## config.mk

```make
export PLATFORM = sky130hd
export DESIGN_NAME = wb_write_arbiter
export DESIGN_NICKNAME = d
export VERILOG_FILES = /design/src/rtl/wb_pkg.sv /design/src/rtl/wb_fifo.sv /design/src/rtl/wb_write_arbiter.sv
export SDC_FILE = /design/constraint.sdc
export NUM_CORES = 1
export LEC_CHECK = 0
export ABC_AREA = 1
export BUFFER_PORTS_ARGS = -buffer_cell sky130_fd_sc_hd__buf_4
export CAP_MARGIN = 20
export CORE_UTILIZATION = 25
export CTS_CLUSTER_SIZE = 30
export DETAILED_ROUTE_END_ITERATION = 7
export PLACE_DENSITY_LB_ADDON = 0.05
export SLEW_MARGIN = 20
export SYNTH_ARGS = -nofsm -noshare
export SYNTH_HDL_FRONTEND = slang
export SYNTH_SLANG_ARGS = --single-unit
```

## constraint.sdc

```tcl
create_clock -name clk -period 2.25 [get_ports clk]
set_input_delay 0.45 -clock clk [delete_from_list [all_inputs] [get_ports clk]]
set_output_delay 0.45 -clock clk [all_outputs]
set_load 0.01 [all_outputs]
```

## src/rtl/wb_pkg.sv

```systemverilog
// wb_pkg: shared types and widths for the writeback arbiter slice.
//   REG_ADDR_W / DATA_W : register-file address and data widths
//   wb_entry_t          : one buffered load-stream write {valid, addr, data}
//   wb_sel_e            : which source owns the register-file port this cycle
package wb_pkg;

    localparam int REG_ADDR_W = 5;
    localparam int DATA_W     = 32;

    typedef struct packed {
        logic                  valid;
        logic [REG_ADDR_W-1:0] addr;
        logic [DATA_W-1:0]     data;
    } wb_entry_t;

    typedef enum logic [1:0] {
        SEL_NONE,
        SEL_ALU,
        SEL_FIFO
    } wb_sel_e;

endpackage

```

## src/rtl/wb_fifo.sv

```systemverilog
// wb_fifo: circular buffer of wb_entry_t for the load/multi-cycle stream.
// Ports:
//   clk, rst_n           clock, asynchronous active-low reset
//   i_push, i_push_entry write one entry at the tail (caller ensures !o_full)
//   i_pop                drop the head entry (caller ensures !o_empty)
//   i_kill_en/i_kill_addr clear the valid bit of every stored entry with that addr
//   o_head               current head entry
//   o_full, o_empty, o_count occupancy status
//   o_rd_ptr, o_entries  head pointer and every slot, for the bypass search
module wb_fifo
    import wb_pkg::*;
#(
    parameter int DEPTH = 4
) (
    input  logic                     clk,
    input  logic                     rst_n,
    input  logic                     i_push,
    input  wb_entry_t                i_push_entry,
    input  logic                     i_pop,
    input  logic                     i_kill_en,
    input  logic [REG_ADDR_W-1:0]    i_kill_addr,
    output wb_entry_t                o_head,
    output logic                     o_full,
    output logic                     o_empty,
    output logic [$clog2(DEPTH):0]   o_count,
    output logic [$clog2(DEPTH)-1:0] o_rd_ptr,
    output wb_entry_t [DEPTH-1:0]    o_entries
);

    localparam int PTR_W = $clog2(DEPTH);
    localparam int CNT_W = PTR_W + 1;

    logic [PTR_W-1:0] r_wr_ptr;
    logic [PTR_W-1:0] r_rd_ptr;
    logic [CNT_W-1:0] r_count;

    // One register per slot. A push into a slot takes precedence over a kill
    // in the same cycle: the pushed entry is younger than the killing write.
    genvar gi;
    generate
        for (gi = 0; gi < DEPTH; gi++) begin : g_slot
            wb_entry_t r_slot;
            always_ff @(posedge clk or negedge rst_n) begin
                if (!rst_n) begin
                    r_slot <= '0;
                end else if (i_push && (r_wr_ptr == PTR_W'(gi))) begin
                    r_slot <= i_push_entry;
                end else if (i_kill_en && (r_slot.addr == i_kill_addr)) begin
                    r_slot.valid <= 1'b0;
                end
            end
            assign o_entries[gi] = r_slot;
        end
    endgenerate

    // DEPTH is a power of two, so pointers wrap by natural overflow.
    always_ff @(posedge clk or negedge rst_n) begin
        if (!rst_n) begin
            r_wr_ptr <= '0;
            r_rd_ptr <= '0;
            r_count  <= '0;
        end else begin
            if (i_push) r_wr_ptr <= r_wr_ptr + 1'b1;
            if (i_pop)  r_rd_ptr <= r_rd_ptr + 1'b1;
            if (i_push && !i_pop)      r_count <= r_count + 1'b1;
            else if (!i_push && i_pop) r_count <= r_count - 1'b1;
        end
    end

    assign o_head   = o_entries[r_rd_ptr];
    assign o_full   = (r_count == CNT_W'(DEPTH));
    assign o_empty  = (r_count == '0);
    assign o_count  = r_count;
    assign o_rd_ptr = r_rd_ptr;

endmodule

```

## src/rtl/wb_write_arbiter.sv

```systemverilog
// wb_write_arbiter: owns the register-file write port. Merges the ALU result
// stream (single cycle, highest priority) with the buffered load stream,
// drops r0 writes, kills buffered writes overtaken by a newer ALU write and
// raises hold_req when the buffered stream starves.
// Ports:
//   clk, rst_n                       clock, asynchronous active-low reset
//   alu_valid/alu_addr/alu_data      ALU result (no backpressure)
//   ls_valid/ls_ready/ls_addr/ls_data load-stream offer (valid/ready)
//   rf_we/rf_waddr/rf_wdata          registered register-file write port
//   hold_req                         asks upstream to suppress alu_valid
//   byp_addr/byp_hit/byp_data        bypass lookup of pending writes
//   fifo_count                       load buffer occupancy
// Configuration: define WB_BYPASS_EN to build the bypass lookup; otherwise
// byp_hit/byp_data are tied to zero and byp_addr is ignored.
module wb_write_arbiter
    import wb_pkg::*;
#(
    parameter int FIFO_DEPTH   = 4,
    parameter int STARVE_LIMIT = 8
) (
    input  logic                         clk,
    input  logic                         rst_n,
    input  logic                         alu_valid,
    input  logic [4:0]                   alu_addr,
    input  logic [31:0]                  alu_data,
    input  logic                         ls_valid,
    output logic                         ls_ready,
    input  logic [4:0]                   ls_addr,
    input  logic [31:0]                  ls_data,
    output logic                         rf_we,
    output logic [4:0]                   rf_waddr,
    output logic [31:0]                  rf_wdata,
    output logic                         hold_req,
    input  logic [4:0]                   byp_addr,
    output logic                         byp_hit,
    output logic [31:0]                  byp_data,
    output logic [$clog2(FIFO_DEPTH):0]  fifo_count
);

    localparam int PTR_W = $clog2(FIFO_DEPTH);
    localparam int CNT_W = PTR_W + 1;
    localparam int STV_W = $clog2(STARVE_LIMIT + 1);

    wb_entry_t                  w_head;
    wb_entry_t                  w_push_entry;
    wb_entry_t [FIFO_DEPTH-1:0] w_entries;
    logic                       w_full;
    logic                       w_empty;
    logic [CNT_W-1:0]           w_count;
    logic [PTR_W-1:0]           w_rd_ptr;
    logic                       w_push;
    logic                       w_pop;
    logic                       w_alu_win;
    wb_sel_e                    w_sel;

    logic                       r_rf_we;
    logic [REG_ADDR_W-1:0]      r_rf_waddr;
    logic [DATA_W-1:0]          r_rf_wdata;
    logic [STV_W-1:0]           r_starve;

    // ls_ready depends on full only; a same-cycle pop does not free a slot.
    assign ls_ready     = !w_full;
    assign w_push       = ls_valid && !w_full;
    assign w_push_entry = '{valid: 1'b1, addr: ls_addr, data: ls_data};

    // Any alu_valid (including an r0 write that is discarded) blocks the pop.
    assign w_alu_win = alu_valid && (alu_addr != '0);
    assign w_pop     = !alu_valid && !w_empty;

    always_comb begin
        w_sel = SEL_NONE;
        if (w_alu_win) begin
            w_sel = SEL_ALU;
        end else if (w_pop && w_head.valid && (w_head.addr != '0)) begin
            w_sel = SEL_FIFO;
        end
    end

    wb_fifo #(
        .DEPTH (FIFO_DEPTH)
    ) u_fifo (
        .clk          (clk),
        .rst_n        (rst_n),
        .i_push       (w_push),
        .i_push_entry (w_push_entry),
        .i_pop        (w_pop),
        .i_kill_en    (w_alu_win),
        .i_kill_addr  (alu_addr),
        .o_head       (w_head),
        .o_full       (w_full),
        .o_empty      (w_empty),
        .o_count      (w_count),
        .o_rd_ptr     (w_rd_ptr),
        .o_entries    (w_entries)
    );

    // Output stage: address/data hold their last value between writes.
    always_ff @(posedge clk or negedge rst_n) begin
        if (!rst_n) begin
            r_rf_we    <= 1'b0;
            r_rf_waddr <= '0;
            r_rf_wdata <= '0;
        end else begin
            r_rf_we <= (w_sel != SEL_NONE);
            case (w_sel)
                SEL_ALU: begin
                    r_rf_waddr <= alu_addr;
                    r_rf_wdata <= alu_data;
                end
                SEL_FIFO: begin
                    r_rf_waddr <= w_head.addr;
                    r_rf_wdata <= w_head.data;
                end
                default: ;
            endcase
        end
    end

    // Starvation counter saturates at the limit so hold_req stays asserted
    // for as long as the ALU keeps the port.
    always_ff @(posedge clk or negedge rst_n) begin
        if (!rst_n) begin
            r_starve <= '0;
        end else if (w_empty || w_pop) begin
            r_starve <= '0;
        end else if (r_starve != STV_W'(STARVE_LIMIT)) begin
            r_starve <= r_starve + 1'b1;
        end
    end

    assign hold_req   = (r_starve >= STV_W'(STARVE_LIMIT));
    assign rf_we      = r_rf_we;
    assign rf_waddr   = r_rf_waddr;
    assign rf_wdata   = r_rf_wdata;
    assign fifo_count = w_count;

`ifdef WB_BYPASS_EN
    // Walk oldest to youngest so the youngest matching entry wins; the
    // output stage overrides the buffer.
    always_comb begin
        logic [PTR_W-1:0] idx;
        idx      = '0;
        byp_hit  = 1'b0;
        byp_data = '0;
        if (byp_addr != '0) begin
            for (int k = 0; k < FIFO_DEPTH; k++) begin
                idx = w_rd_ptr + PTR_W'(k);
                if ((CNT_W'(k) < w_count) && w_entries[idx].valid &&
                    (w_entries[idx].addr == byp_addr)) begin
                    byp_hit  = 1'b1;
                    byp_data = w_entries[idx].data;
                end
            end
            if (r_rf_we && (r_rf_waddr == byp_addr)) begin
                byp_hit  = 1'b1;
                byp_data = r_rf_wdata;
            end
        end
    end
`else
    assign byp_hit  = 1'b0;
    assign byp_data = '0;
    wire w_unused_byp = ^{byp_addr, w_entries, w_rd_ptr};
`endif

endmodule

```

==> summary.md <==
* completed — result of the run
* 4.523 — number of vias per cell after detailed routing
* false — setup repair after global routing missed its margin
* 70 — # rows
* dfrtp_1 — biggest area consumer among synthesized cells
* dfrtp_1 — predominant post-synthesis flop cell
* 0 — initial antenna violation count
* 1644 — number of placed cells counting well taps
* 1690 — post-route insts no fill
* 0.03679 sq mm — Core Region
* 0.54 ns — clock latency at the later pin of the worst-skew pair
* 0 — count of antenna-violating nets left after detailed routing
* 195.7 microns — width of the die
* 100.0% — proportion of synthesized flip-flops having asynchronous set or reset
* 159 — I/O pin total
* 18.16 mm — Post-DP HPWL
* 23.2% — fraction of power consumed by the clock network
* 0.7150 — final weighted congestion of routability-driven global placement
* reg2reg — Worst Path Class, Setup
* 17.29 microns — WL/cell
* 0 — setup repair bufs after CTS
* 1105 — cell count after synthesis
* 0 — count of cells resized by post-cts repair
* 4 — number of detailed-routing iterations run before antenna repair
* 17.15 mW — overall power after layout
* 25.50% — initial cell density of the core
* 46.29 mm — wire length of the first global-routing pass
* 0.003671 sq mm — area of combinational cells with multiple inputs
* 6.769 mW — switching power of the nets
* nand2_1 — most common cell in the netlist
* 1472 mW/mm^2 — Power per Cell Area
* 503.5 MHz — achievable frequency
* dfrtp_1 54%, o21ai_0 11%, nand2_1 9.6% — most area-consuming cells after synthesis
* 0.02044 ns — worst clock skew on the final layout
* 24.22% — P&R area growth vs syn
* 0 — final number of setup-violating endpoints
* flip-flop — Critical Path Source Type
* in2reg — Hold Path Class
* 18 — biggest fanout along the worst timing path
* 1296 — total number of nets in the final design
* 1 — number of H-tree branching levels
* 0.5153 ns — slew at the pin with the worst max-slew slack
* 3 — clk buf depth
* 0.1254 ns — Hold Slack
* 7644 — Vias
* 0.6393 mV — worst supply voltage drop on vdd
* 195.7 microns — die height
* 0 — EDFF count, synth
* 0.06 ns — clock-pin slew on the worst setup and hold paths
* 39.46% — switching fraction of total power
* built — CTS tree
* 36.4% — sequential fraction of design power
* 3953 — count of filler cells inserted in the layout
* 2.40 ns — arrival time at the worst endpoint
* 29.21 mm — wirelength, routed
* 0 — final hold vios
* 1.986 ns — time the worst path needs with I/O delays and setup
* 0 — n_diodes
* 239 x nand2_1, 214 x o21ai_0, 201 x dfrtp_1, 124 x nand3_1, 71 x nor2_1 — most numerous cell types in the synthesized netlist
* flip-flop — kind of end point of the critical path
* 2.66 ns — WP data required
* 88.28% — crit share post-route
* 26 — clock buffer count from CTS
* 53.62% — sequential-to-total area share from yosys stat
* 201 — total clock sinks
* 0 — Synth warnings
* 0.009380 sq mm — cell area after synthesis
* 294 — number of DRC markers in iteration 0
* 10.38 mW — cell internal pwr
* 76 — pin count of the biggest net entering global routing
* 31.68% — Final Util
* 65.65% — headroom to the max-slew limit
* 0.005031 sq mm — sequential cell area
* 7825 — vias in the first global route
* 120 — port buffer count
* 53.62% — portion of synthesized cell area occupied by the leading cell type
* 0 — DRC violations left
* 0 — count of maximum capacitance violations
* 15.57% — total global routing track utilization
* 16.69% — share of final-layout standard cells stronger than drive strength 1
* 0 — final max-slew violation count
* clkbuf_16 — clock root buffer
* 201 — post-synthesis sequential element count
* 8.489 sq um — Avg Inst Size Synth
* 28 — Netlist cell types
* 0.03830 sq mm — Die Footprint
* 0 ns — setup TNS
* 5.591 nW — Static Leak
* 0 — overall overflow remaining after global route
* 40.5% — part of the power in combinational logic
[area by class of cell]
| type | instances | share of cell area (%) |
|---|---|---|
| clock buffers | 36 | 6.249 |
| clock inverters | 9 | 0.6980 |
| inverters | 56 | 1.804 |
| multi-input cells | 767 | 31.50 |
| flip-flops and latches | 201 | 43.18 |
| well taps | 468 | 5.025 |
| repair buffers | 153 | 11.54 |
[cells by family (layout without fill, tap and decap cells)]
kind of cell | Yosys count | count (layout) | synth area share, %
simple gates | 448 | 448 | 19.95
flops | 201 | 201 | 53.62
xor+xnor | 27 | 27 | 2.521
compound gates | 250 | 250 | 13.86
mux | 1 | 1 | 0.1200
fa+ha+maj | 8 | 8 | 1.147
other cells | 1 | 33 | 0.03998
buf+inv | 169 | 254 | 8.737
[registers in the layout (all words and copies together) (netlist names)]
name	cells
u_fifo.o_entries	152
rf_wdata	32
rf_waddr	5
r_starve	4
u_fifo.o_count	3
u_fifo.o_rd_ptr	2
u_fifo.r_wr_ptr	2
rf_we	1
[routing by layer]
metal / global-route usage, % / up-vias / routed length, microns
li1: - / 3789 / -
met1: 21.68 / 3677 / 14130
met2: 25.41 / 146 / 13450
met3: 2.510 / 32 / 1213
met4: 3.328 / 0 / 413
met5: 0 / - / 0
[final timing paths]
check | slack (ns) | end | from | cells past startpoint
max reg2reg | 0.26 | rf_wdata[4]$_DFFE_PN0P_ | u_fifo.o_rd_ptr[1]$_DFFE_PN0P_ | 9
min | 0.13 | rf_wdata[18]$_DFFE_PN0P_ | alu_data[18] | 3
min reg2reg | 0.48 | u_fifo.o_entries[37]$_DFFE_PN0P_ | u_fifo.o_entries[37]$_DFFE_PN0P_ | 2
min in group asynchronous | 0.37 | rf_wdata[27]$_DFFE_PN0P_ | rst_n | 2
max | 0.26 | rf_wdata[4]$_DFFE_PN0P_ | u_fifo.o_rd_ptr[1]$_DFFE_PN0P_ | 9
max in group asynchronous | 1.19 | u_fifo.o_entries[124]$_DFFE_PN0P_ | rst_n | 3
[cells in the final DEF (no fill, tap or decap)]
cell type      count
inv_2              3
fa_1               1
dfrtp_1          200
nand3b_1           1
nand2_1          234
o31ai_1            1
nand4_1            5
nand3_2            1
clkbuf_1           6
buf_4            136
nor3_1             5
dfrtp_2            1
o22ai_1           32
buf_12            15
dlygate4sd3_1      1
ha_1               7
mux2_2             1
clkbuf_16         26
o21bai_4           1
clkinv_2           7
inv_1             53
nand2_2            5
a21oi_1            2
nand3_1          124
clkinv_8           1
xor2_1            17
clkbuf_8           5
o21ai_0          214
bufinv_16          1
nor2_1            71
nor2_2             1
nor3b_1            1
conb_1            33
xnor2_1           10
[power groups by stage]
stage | clock (mW) | sequential, mW | combinational [mW]
after floorplan | 0 | 6.26 | 4.26
after global placement | 0 | 6.29 | 7.08
after detailed placement | 0 | 6.29 | 7.14
after CTS | 4.15 | 6.25 | 7.16
after global routing | 4.29 | 6.46 | 7.94
final | 3.97 | 6.24 | 6.94
[worst max-delay path, stage by stage (launching register included)]
cell	delay (ns)
dfrtp_1	0.37
inv_1	0.33
nand3_1	0.13
nand2_1	0.15
nand2_1	0.15
nor2_2	0.12
nand3_2	0.17
buf_12	0.22
nand3_1	0.11
nand3_1	0.09
[metrics by stage]
stage | setup WS (ns) | cell area [sq um]
floorplan | 0.2831 | 9500
global placement | 0.2590 | 10830
detailed placement | 0.2426 | 10830
CTS | 0.2156 | 11650
global route | 0.1225 | 11650
finish | 0.2638 | 11650
[repair_timing]
| action | 4_1_cts | 5_1_grt |
|---|---|---|
| hold buffers | 1 | 0 |
| hold endpoints to repair | 25 | 0 |
| setup endpoints to repair | 0 | 0 |
No activity file was read; power rests on OpenSTA's default activity.
